[src/rtl/soml_stbc_encoder_if.sv]
// soml_stbc_encoder_if: input word handshake and transmit sample stream of the STBC encoder
interface soml_stbc_encoder_if #(parameter int N = 32);
  logic in_valid;
  logic in_ready;
  logic [11:0] data_in;
  logic out_valid;
  logic out_ready;
  logic signed [N-1:0] out_r;
  logic signed [N-1:0] out_i;
  logic [1:0] out_ant;
  logic out_slot;
  logic out_last;
  logic busy;
  modport master (
    output in_valid, data_in, out_ready,
    input in_ready, out_valid, out_r, out_i, out_ant, out_slot, out_last, busy
  );
  modport slave (
    input in_valid, data_in, out_ready,
    output in_ready, out_valid, out_r, out_i, out_ant, out_slot, out_last, busy
  );
endinterface

[src/rtl/soml_stbc_encoder.sv]
// soml_stbc_encoder: maps {q, b1} to a j^k-rotated 4x2 16-QAM STBC matrix streamed as 8 samples (slot0 ant0..3, slot1 ant0..3).
// LVL1 = round(2^22/sqrt(10)); SOML_ENC_SKID_EN adds a one-word input holding buffer for back-to-back blocks.
module soml_stbc_encoder #(
  parameter int N = 32,
  parameter int LVL1 = 1326355
) (
  input logic clk,
  input logic rst,
  soml_stbc_encoder_if.slave s
);
  typedef enum logic [1:0] {IDLE, MAP, STREAM} state_t;
  state_t state, state_n;
  logic [11:0] w, w_src;
  logic [2:0] cnt;
  logic [2*N-1:0] e [4];
  logic fire_in, fire_out, done, pend, load_w;
  logic signed [N-1:0] r1, i1, r2, i2;
  logic [1:0] pa, pb, ant;
  logic [2*N-1:0] smp;

  function automatic logic signed [N-1:0] pam(input logic [1:0] g);
    return g == 2'b00 ? N'(-3 * LVL1) : g == 2'b01 ? N'(-LVL1) : g == 2'b11 ? N'(LVL1) : N'(3 * LVL1);
  endfunction

  function automatic logic [2*N-1:0] rot(input logic signed [N-1:0] r, input logic signed [N-1:0] i, input logic [1:0] k);
    return k == 2'd0 ? {r, i} : k == 2'd1 ? {-i, r} : k == 2'd2 ? {-r, -i} : {i, -r};
  endfunction

  assign r1 = pam(w[7:6]);
  assign i1 = pam(w[5:4]);
  assign r2 = pam(w[3:2]);
  assign i2 = pam(w[1:0]);
  assign pa = w[11:10] == 2'd1 ? 2'd2 : w[11:10] == 2'd3 ? 2'd1 : 2'd0;
  assign pb = w[11:10] == 2'd0 ? 2'd1 : w[11:10] == 2'd2 ? 2'd2 : 2'd3;
  assign ant = cnt[1:0];
  // entry index is {slot, antenna-is-b}
  assign smp = state != STREAM ? '0 : ant == pa ? e[{cnt[2], 1'b0}] : ant == pb ? e[{cnt[2], 1'b1}] : '0;

  assign fire_in = s.in_valid && s.in_ready;
  assign fire_out = s.out_valid && s.out_ready;
  assign done = fire_out && cnt == 3'd7;

`ifdef SOML_ENC_SKID_EN
  logic [11:0] hold;
  logic full;
  assign s.in_ready = !full;
  assign pend = full || fire_in;
  assign load_w = (fire_in && (state == IDLE || done)) || (done && full);
  assign w_src = full ? hold : s.data_in;
  always_ff @(posedge clk)
    if (rst) full <= 1'b0;
    else if (done && full) full <= 1'b0;
    else if (fire_in && !(state == IDLE || done)) begin
      hold <= s.data_in;
      full <= 1'b1;
    end
`else
  assign s.in_ready = state == IDLE;
  assign pend = 1'b0;
  assign load_w = fire_in;
  assign w_src = s.data_in;
`endif

  always_comb begin
    state_n = state;
    state_n = state == IDLE ? (fire_in ? MAP : IDLE) : state == MAP ? STREAM : done ? (pend ? MAP : IDLE) : STREAM;
  end

  always_ff @(posedge clk)
    if (rst) begin
      state <= IDLE;
      cnt <= '0;
      w <= '0;
    end else begin
      state <= state_n;
      cnt <= state == MAP ? 3'd0 : fire_out ? cnt + 3'd1 : cnt;
      if (load_w) w <= w_src;
      if (state == MAP) begin
        e[0] <= rot(r1, i1, w[9:8]);
        e[1] <= rot(r2, i2, w[9:8]);
        e[2] <= rot(-r2, i2, w[9:8]);
        e[3] <= rot(r1, -i1, w[9:8]);
      end
    end

  assign s.out_valid = state == STREAM;
  assign s.out_last = state == STREAM && cnt == 3'd7;
  assign s.busy = state != IDLE;
  assign s.out_ant = ant;
  assign s.out_slot = cnt[2];
  assign s.out_r = smp[2*N-1:N];
  assign s.out_i = smp[N-1:0];
endmodule

[src/flat_wrapper.sv]
// flat-port wrapper written by rule: the top's interface ports become plain ports
module soml_stbc_encoder_flat 
#(
  parameter int N = 32,
  parameter int LVL1 = 1326355
)
  (clk, rst, s_in_valid, s_data_in, s_out_ready, s_in_ready, s_out_valid, s_out_r, s_out_i, s_out_ant, s_out_slot, s_out_last, s_busy);
  soml_stbc_encoder_if #(.N(N)) s_i ();
  input logic clk;
  input logic rst;
  input wire logic [$bits(s_i.in_valid)-1:0] s_in_valid;
  input wire logic [$bits(s_i.data_in)-1:0] s_data_in;
  input wire logic [$bits(s_i.out_ready)-1:0] s_out_ready;
  output wire logic [$bits(s_i.in_ready)-1:0] s_in_ready;
  output wire logic [$bits(s_i.out_valid)-1:0] s_out_valid;
  output wire logic [$bits(s_i.out_r)-1:0] s_out_r;
  output wire logic [$bits(s_i.out_i)-1:0] s_out_i;
  output wire logic [$bits(s_i.out_ant)-1:0] s_out_ant;
  output wire logic [$bits(s_i.out_slot)-1:0] s_out_slot;
  output wire logic [$bits(s_i.out_last)-1:0] s_out_last;
  output wire logic [$bits(s_i.busy)-1:0] s_busy;
  assign s_i.in_valid = s_in_valid;
  assign s_i.data_in = s_data_in;
  assign s_i.out_ready = s_out_ready;
  assign s_in_ready = s_i.in_ready;
  assign s_out_valid = s_i.out_valid;
  assign s_out_r = s_i.out_r;
  assign s_out_i = s_i.out_i;
  assign s_out_ant = s_i.out_ant;
  assign s_out_slot = s_i.out_slot;
  assign s_out_last = s_i.out_last;
  assign s_busy = s_i.busy;
  soml_stbc_encoder #(.N(N), .LVL1(LVL1)) u_core (.clk(clk), .rst(rst), .s(s_i));
endmodule
[config.mk]
export PLATFORM = sky130hd
export DESIGN_NAME = soml_stbc_encoder_flat
export DESIGN_NICKNAME = d
export VERILOG_FILES = /design/src/rtl/soml_stbc_encoder_if.sv /design/src/rtl/soml_stbc_encoder.sv /design/src/flat_wrapper.sv
export SDC_FILE = /design/constraint.sdc
export NUM_CORES = 1
export LEC_CHECK = 0
export CORE_ASPECT_RATIO = 1.1
export CORE_MARGIN = 2
export CORE_UTILIZATION = 25
export CTS_BUF_LIST = sky130_fd_sc_hd__clkbuf_16
export CTS_CLUSTER_SIZE = 30
export DETAILED_ROUTE_END_ITERATION = 6
export GPL_TIMING_DRIVEN = 0
export HOLD_SLACK_MARGIN = 0.02
export SETUP_SLACK_MARGIN = 0.5
export SYNTH_ARGS = -nofsm -noshare
export SYNTH_HDL_FRONTEND = slang
export SYNTH_SLANG_ARGS = --single-unit
[constraint.sdc]
create_clock -name clk -period 5.1 [get_ports clk]
set_clock_uncertainty 0.2 [all_clocks]
set_input_delay 1.53 -clock clk [delete_from_list [all_inputs] [get_ports clk]]
set_output_delay 1.53 -clock clk [all_outputs]
set_load 0.005 [all_outputs]
# Word level (Yosys, flattened, before mapping)
# Memory sizes are Yosys's and may differ from the RTL's. A register that Yosys moved wholly into a read port is not among the register bits.
# Index checks and enable logic that the tools add are counted.
[word_totals]
ram_bits = 256
elab_cells = 85
out_inout_bits = 71
register_bits = 17
mem_count = 1
[mem_list]
columns = ["name", "depth", "width", "read_ports", "rd_ports_with_merged_regs", "wr", "line_no", "text"]
rows = [
  ["u_core.e", 4, 64, 2, 2, 4, "soml_stbc_encoder.sv:15", "logic [2*N-1:0] e [4];"],
]
[classes]
mux = 42
addsub = 7
n_reduce_logical = 13
n_eq_ne = 19
[ops]
columns = ["operator", "n"]
rows = [
  ["64-bit 2-to-1 mux", 15],
  ["32-bit 2-to-1 mux", 8],
  ["32-bit negation", 6],
  ["22-bit 2-to-1 mux", 4],
  ["2-bit 2-to-1 mux", 9],
  ["2-bit == test (second input constant)", 8],
  ["2-bit by 1-bit == test with 1-bit output (second input constant)", 7],
  ["2-bit zero test", 7],
  ["1-bit 2-to-1 mux", 6],
  ["2-bit == test", 2],
  ["1-bit logical AND", 4],
  ["3-bit by 1-bit adder with 3-bit output (second input constant)", 1],
  ["3-bit == test (second input constant)", 1],
  ["2-bit != test (second input constant)", 1],
  ["2-bit nonzero test", 1],
  ["2-bit OR reduction", 1],
]

# Logic depth before layout (Yosys ltp)
# Gate-level depths: netlist of the first run.
[depth]
word_depth = 9
ltp_mapped = 6
mapped_depth_nobuf = 5

# Worst setup path after synthesis of the first run
# Ideal clock, no wire load.
[synth_timing]
path_kind = "input-to-reg"
start = "in rst"
end = "mem u_core.e[0][11] (netlist bit), enable pin"
arrival_ps = 4116
stages = 2
path_slack_ps = 316
cell_sequence = "clkbuf_1 nor3b_1"
[synth_lines]
columns = ["element", "line_no", "text"]
rows = [
  ["start, declared", "flat_wrapper.sv:10", "input logic rst;"],
  ["end, declared", "soml_stbc_encoder.sv:15", ""],
]

# Final worst setup path of the first run
[layout_timing]
start = "reg u_core.cnt[0]"
end = "out s_out_r[16]"
[layout_via]
elab_chain_cells = 4
[layout_lines]
columns = ["element", "line_no", "text"]
rows = [
  ["start, declared", "soml_stbc_encoder.sv:14", "logic [2:0] cnt;"],
  ["start signal, assigned", "soml_stbc_encoder.sv:76", "cnt <= state == MAP ? 3'd0 : fire_out ? cnt + 3'd1 : cnt;"],
  ["2-bit == test", "soml_stbc_encoder.sv:37", "assign smp = state != STREAM ? '0 : ant == pa ? e[{cnt[2], 1'b0}] : ant == pb ? e[{cnt[2], 1'b1}] : '0;"],
  ["64-bit 2-to-1 mux", "soml_stbc_encoder.sv:37", ""],
  ["64-bit 2-to-1 mux * (2 in a row)", "soml_stbc_encoder.sv:37", ""],
  ["end, declared", "flat_wrapper.sv:16", "output wire logic [$bits(s_i.out_r)-1:0] s_out_r;"],
]
# Every way passes the cells marked *; elsewhere a longest branch is shown, timed or not.

==> reports/metrics.yaml, run 1 <==
power_and_ir_drop:
  clock_power_share_pct: 32.8
  report.power.total_mw: 1.13
  power_switching_share_pct: 25.1
  pwr-share-seq_pct: 41.6
  internal_power_mw: 0.849
  pwr-share-comb_pct: 25.6
  leakage_nw: 1.76
  switching_power_mw: 0.285
  ir_drop_mv: 0.109
  p_per_area_nw_per_um2: 246
clock_tree:
  post_cts_buffers: 0
  cts_tree: "done"
  cts.sinks: 50
  clockBufferDepth: 2
  clk_latency_ns: 0.29
  htree_levels: 2
  holdBufCountCts: 0
  cts_buffers: 5
  clkTransAtPathRegs_ns: 0.07
  cts_root_buffer: "clkbuf_16"
cells_and_area:
  drive_above_1_share_pct: 24.9
  synthToLayoutAreaGrowth_pct: 39.6
  diodes: 0
  fin_area_um2: 4620
  finish.net_count: 445
  utilization_pct: 35.4
die:
  die_w_um: 114
  core-area_um2: 13000
  io_pins: 87
  die_h_um: 125
  initial_utilization_pct: 25.3
  placementRows: 44
  die_area_um2: 14200
logic_synthesis:
  yosysTopAreaCell: "edfxtp_1"
  ys_seq_area_share_pct: 40.0
  yosysWarnings: 0
  async_flop_share_pct: 0
  synth_fp_nets: 352
  synth-main-ff-cell: "edfxtp_1"
  synthCells: 323
  postSynthAreaPerCell_um2: 10.2
  synth_edf_count: 32
  synth_area_um2: 3310
  netlist_top_cells_count: "buf_4 (56), edfxtp_1 (32), mux2i_1 (23)"
  netlist_top_cells_area: "edfxtp_1 (29%), buf_4 (13%), dfxtp_1 (11%)"
  synth-seq-cells: 50
  synth_most_common_cell: "buf_4"
  synth_cell_type_count: 43
  synth_top_area_share_pct: 29.1
timing:
  tightest_slew_ns: 0.662
  post-route-min-period_ns: 4.36
  slew_violations: 0
  timing.fmax_mhz: 229
  finalSetupViolCount: 0
  setup_slack_ns: 0.742
  finalSetupTns_ns: 0
  relSlewSlack_pct: 55.8
  finalCritPeriodShare_pct: 85.5
  rsz0062_at_grt: "no"
  hold_viol_final: 0
critical_path:
  ff2ff_path_depth: 3
  rr_endpoint: "u_core.e[1][11]$_DFFE_PP_"
  max_stage_delay_ns: 0.50
  cp_top_family: "buffers and inverters"
  cp.required_ns: 3.37
  startpoint_type: "flip-flop"
  cpMostUsedCell: "buf_4"
  critPathBufInv: 4
  crit_fanout: 16
  arrival_ns: 2.63
  path_cells: "buf_4 -> nand4bb_1 -> buf_1 -> a31oi_1 -> nor3_4 -> buf_4 -> clkdlybuf4s50_1"
  criticalPathCategory: "flip-flop to output port"
  rrSetupSlack_ns: 2.95
  critPathCaptureType: "output port"
  slowest_stage: "nor3_4"
  rr_startpoint: "u_core.state[0]$_SDFF_PP0_"
hold_path:
  hold_end: "u_core.w[3]$_SDFFE_PP0P_"
  hold_class: "flip-flop to flip-flop"
  hold_depth: 2
  hp-start: "u_core.w[3]$_SDFFE_PP0P_"
routing:
  drt_iter0_drc: 89
  num_vias: 2458
  dr.pass1.iters: 4
  drc: 0
  routed_wl_um: 6830
  antenna_left: 0
  viasPerCell: 4.25
  detail_route.wl_per_cell_um: 11.8
global_routing:
  grt_start_max_net_pins: 23
  grt_pass1_vias: 2338
  grt_pass1_wl_um: 11400
  antenna_found_initial: 0
  track_usage_pct: 9.75
  grt_overflow: 0
placement:
  place_ws_ns: 0.323
  place_hpwl_um: 5510
  place_congestion: 0.803
  dpl_cell_area_um2: 4400
  portBuffers: 85
run:
  max_cap_violations: 0
outcome:
  status: "completed"
worst max-delay path by stage:
stage | startpoint | endpoint | slack, ns | cells after the start
final | u_core.cnt[0]$_SDFFE_PP0P_ | s_out_r[16] | 0.74 | 7
after global routing | u_core.cnt[0]$_SDFFE_PP0P_ | s_out_r[30] | 0.48 | 7
after CTS | u_core.cnt[0]$_SDFFE_PP0P_ | s_out_r[16] | 0.49 | 7
after detailed placement | u_core.cnt[0]$_SDFFE_PP0P_ | s_out_r[16] | 0.32 | 7
after global placement | u_core.cnt[0]$_SDFFE_PP0P_ | s_out_r[22] | 0.47 | 7
after floorplan | u_core.cnt[0]$_SDFFE_PP0P_ | s_out_i[14] | 1.21 | 6
worst register-to-register path: cells and delay by family, from the launching register on:
family        cells  cell delay, ns
flops             1            0.40
buf+inv           2            0.61
simple gates      1            0.65
metrics by stage:
| step | hold WS (ns) | cells |
|---|---|---|
| finish | 0.292 | 578 |
| global route | 0.340 | 578 |
| CTS | 0.300 | 578 |
| detailed placement | 0.285 | 570 |
| global placement | 0.275 | 569 |
| floorplan | 0.260 | 323 |
state kept, by name, summed over array words and instances, names as in the netlist, named ones only:
name and cells:
u_core.w 12, u_core.cnt 3, u_core.state 2, u_core.e 32
cell families (layout without fill, tap and decap cells):
| logic type | count (synthesis) | count (layout) | share of synthesized area, % |
|---|---|---|---|
| compound gates | 49 | 49 | 8.55 |
| fa+ha+maj | 13 | 13 | 4.92 |
| buf+inv | 89 | 183 | 17.7 |
| xor+xnor | 16 | 16 | 4.24 |
| mux | 40 | 40 | 12.8 |
| simple gates | 66 | 66 | 11.8 |
| flops | 50 | 50 | 40.0 |
layout by cell type, fill, tap and decap left out, types with 3 or more instances in the layout:
cell | netlist | layout
nor2b_1 | 4 | 4
xor2_1 | 8 | 8
xnor2_1 | 8 | 8
ha_1 | 13 | 13
o211ai_1 | 3 | 3
a31oi_1 | 8 | 8
edfxtp_1 | 32 | 32
clkdlybuf4s50_1 | 0 | 85
clkbuf_1 | 4 | 4
nor2_1 | 16 | 16
mux2i_1 | 23 | 23
buf_2 | 8 | 8
nor4_1 | 8 | 8
nand2_1 | 4 | 4
inv_1 | 13 | 14
nor3_2 | 1 | 5
clkbuf_16 | 0 | 5
buf_4 | 56 | 56
o21ai_1 | 9 | 9
buf_6 | 4 | 4
mux2_2 | 16 | 16
a21oi_1 | 19 | 19
dfxtp_1 | 18 | 18
or2_1 | 3 | 3
a21o_1 | 4 | 4
nand2b_1 | 4 | 4
nor3_1 | 11 | 5
layout make-up:
class	instances	area (µm²)
fill	1295	8430
multi-input combinational	184	1460
sequential	50	1320
timing repair buffer	86	878
buffer	76	538
tap	161	201
clock buffer	5	125
inverter	13	48.8
clock inverter	3	41.3
what timing repair did:
item	CTS	global route
setup endpoints to repair	32	51
endpoints found under the hold margin	0	0
gates resized for setup	2	7
power by group through the flow:
stage | clock, mW | combinational, mW | sequential [mW]
after floorplan | 0 | 0.180 | 0.478
after global placement | 0 | 0.278 | 0.481
after detailed placement | 0 | 0.287 | 0.481
after CTS | 0.378 | 0.289 | 0.472
after global routing | 0.394 | 0.321 | 0.474
final | 0.372 | 0.290 | 0.472
layer usage:
layer	global-route usage (%)	part of all wire [%]	vias to the layer above
li1	-	-	1267
met1	12.6	46	1093
met2	16.4	45	91
met3	2.14	7.3	7
met4	2.58	1.1	0
met5	0	0	-
Note: power is estimated with default switching activity, not from simulation.
==> inputs of run 2 (changes only) <==
--- a/config.mk
+++ b/config.mk
@@ -9,6 +9,7 @@
 export CORE_MARGIN = 2
 export CORE_UTILIZATION = 25
 export CTS_BUF_LIST = sky130_fd_sc_hd__clkbuf_16
+export CTS_CLUSTER_DIAMETER = 100
 export CTS_CLUSTER_SIZE = 30
 export DETAILED_ROUTE_END_ITERATION = 6
 export GPL_TIMING_DRIVEN = 0
==> results of run 2 <==
Final layout, timing and power as in run 1 (identical DEF).
==> inputs of run 3 (changes only) <==
--- a/config.mk
+++ b/config.mk
@@ -9,7 +9,6 @@
 export CORE_MARGIN = 2
 export CORE_UTILIZATION = 25
 export CTS_BUF_LIST = sky130_fd_sc_hd__clkbuf_16
-export CTS_CLUSTER_DIAMETER = 100
 export CTS_CLUSTER_SIZE = 30
 export DETAILED_ROUTE_END_ITERATION = 6
 export GPL_TIMING_DRIVEN = 0
==> results of run 3 <==
Final layout, timing and power as in run 1 (identical DEF).
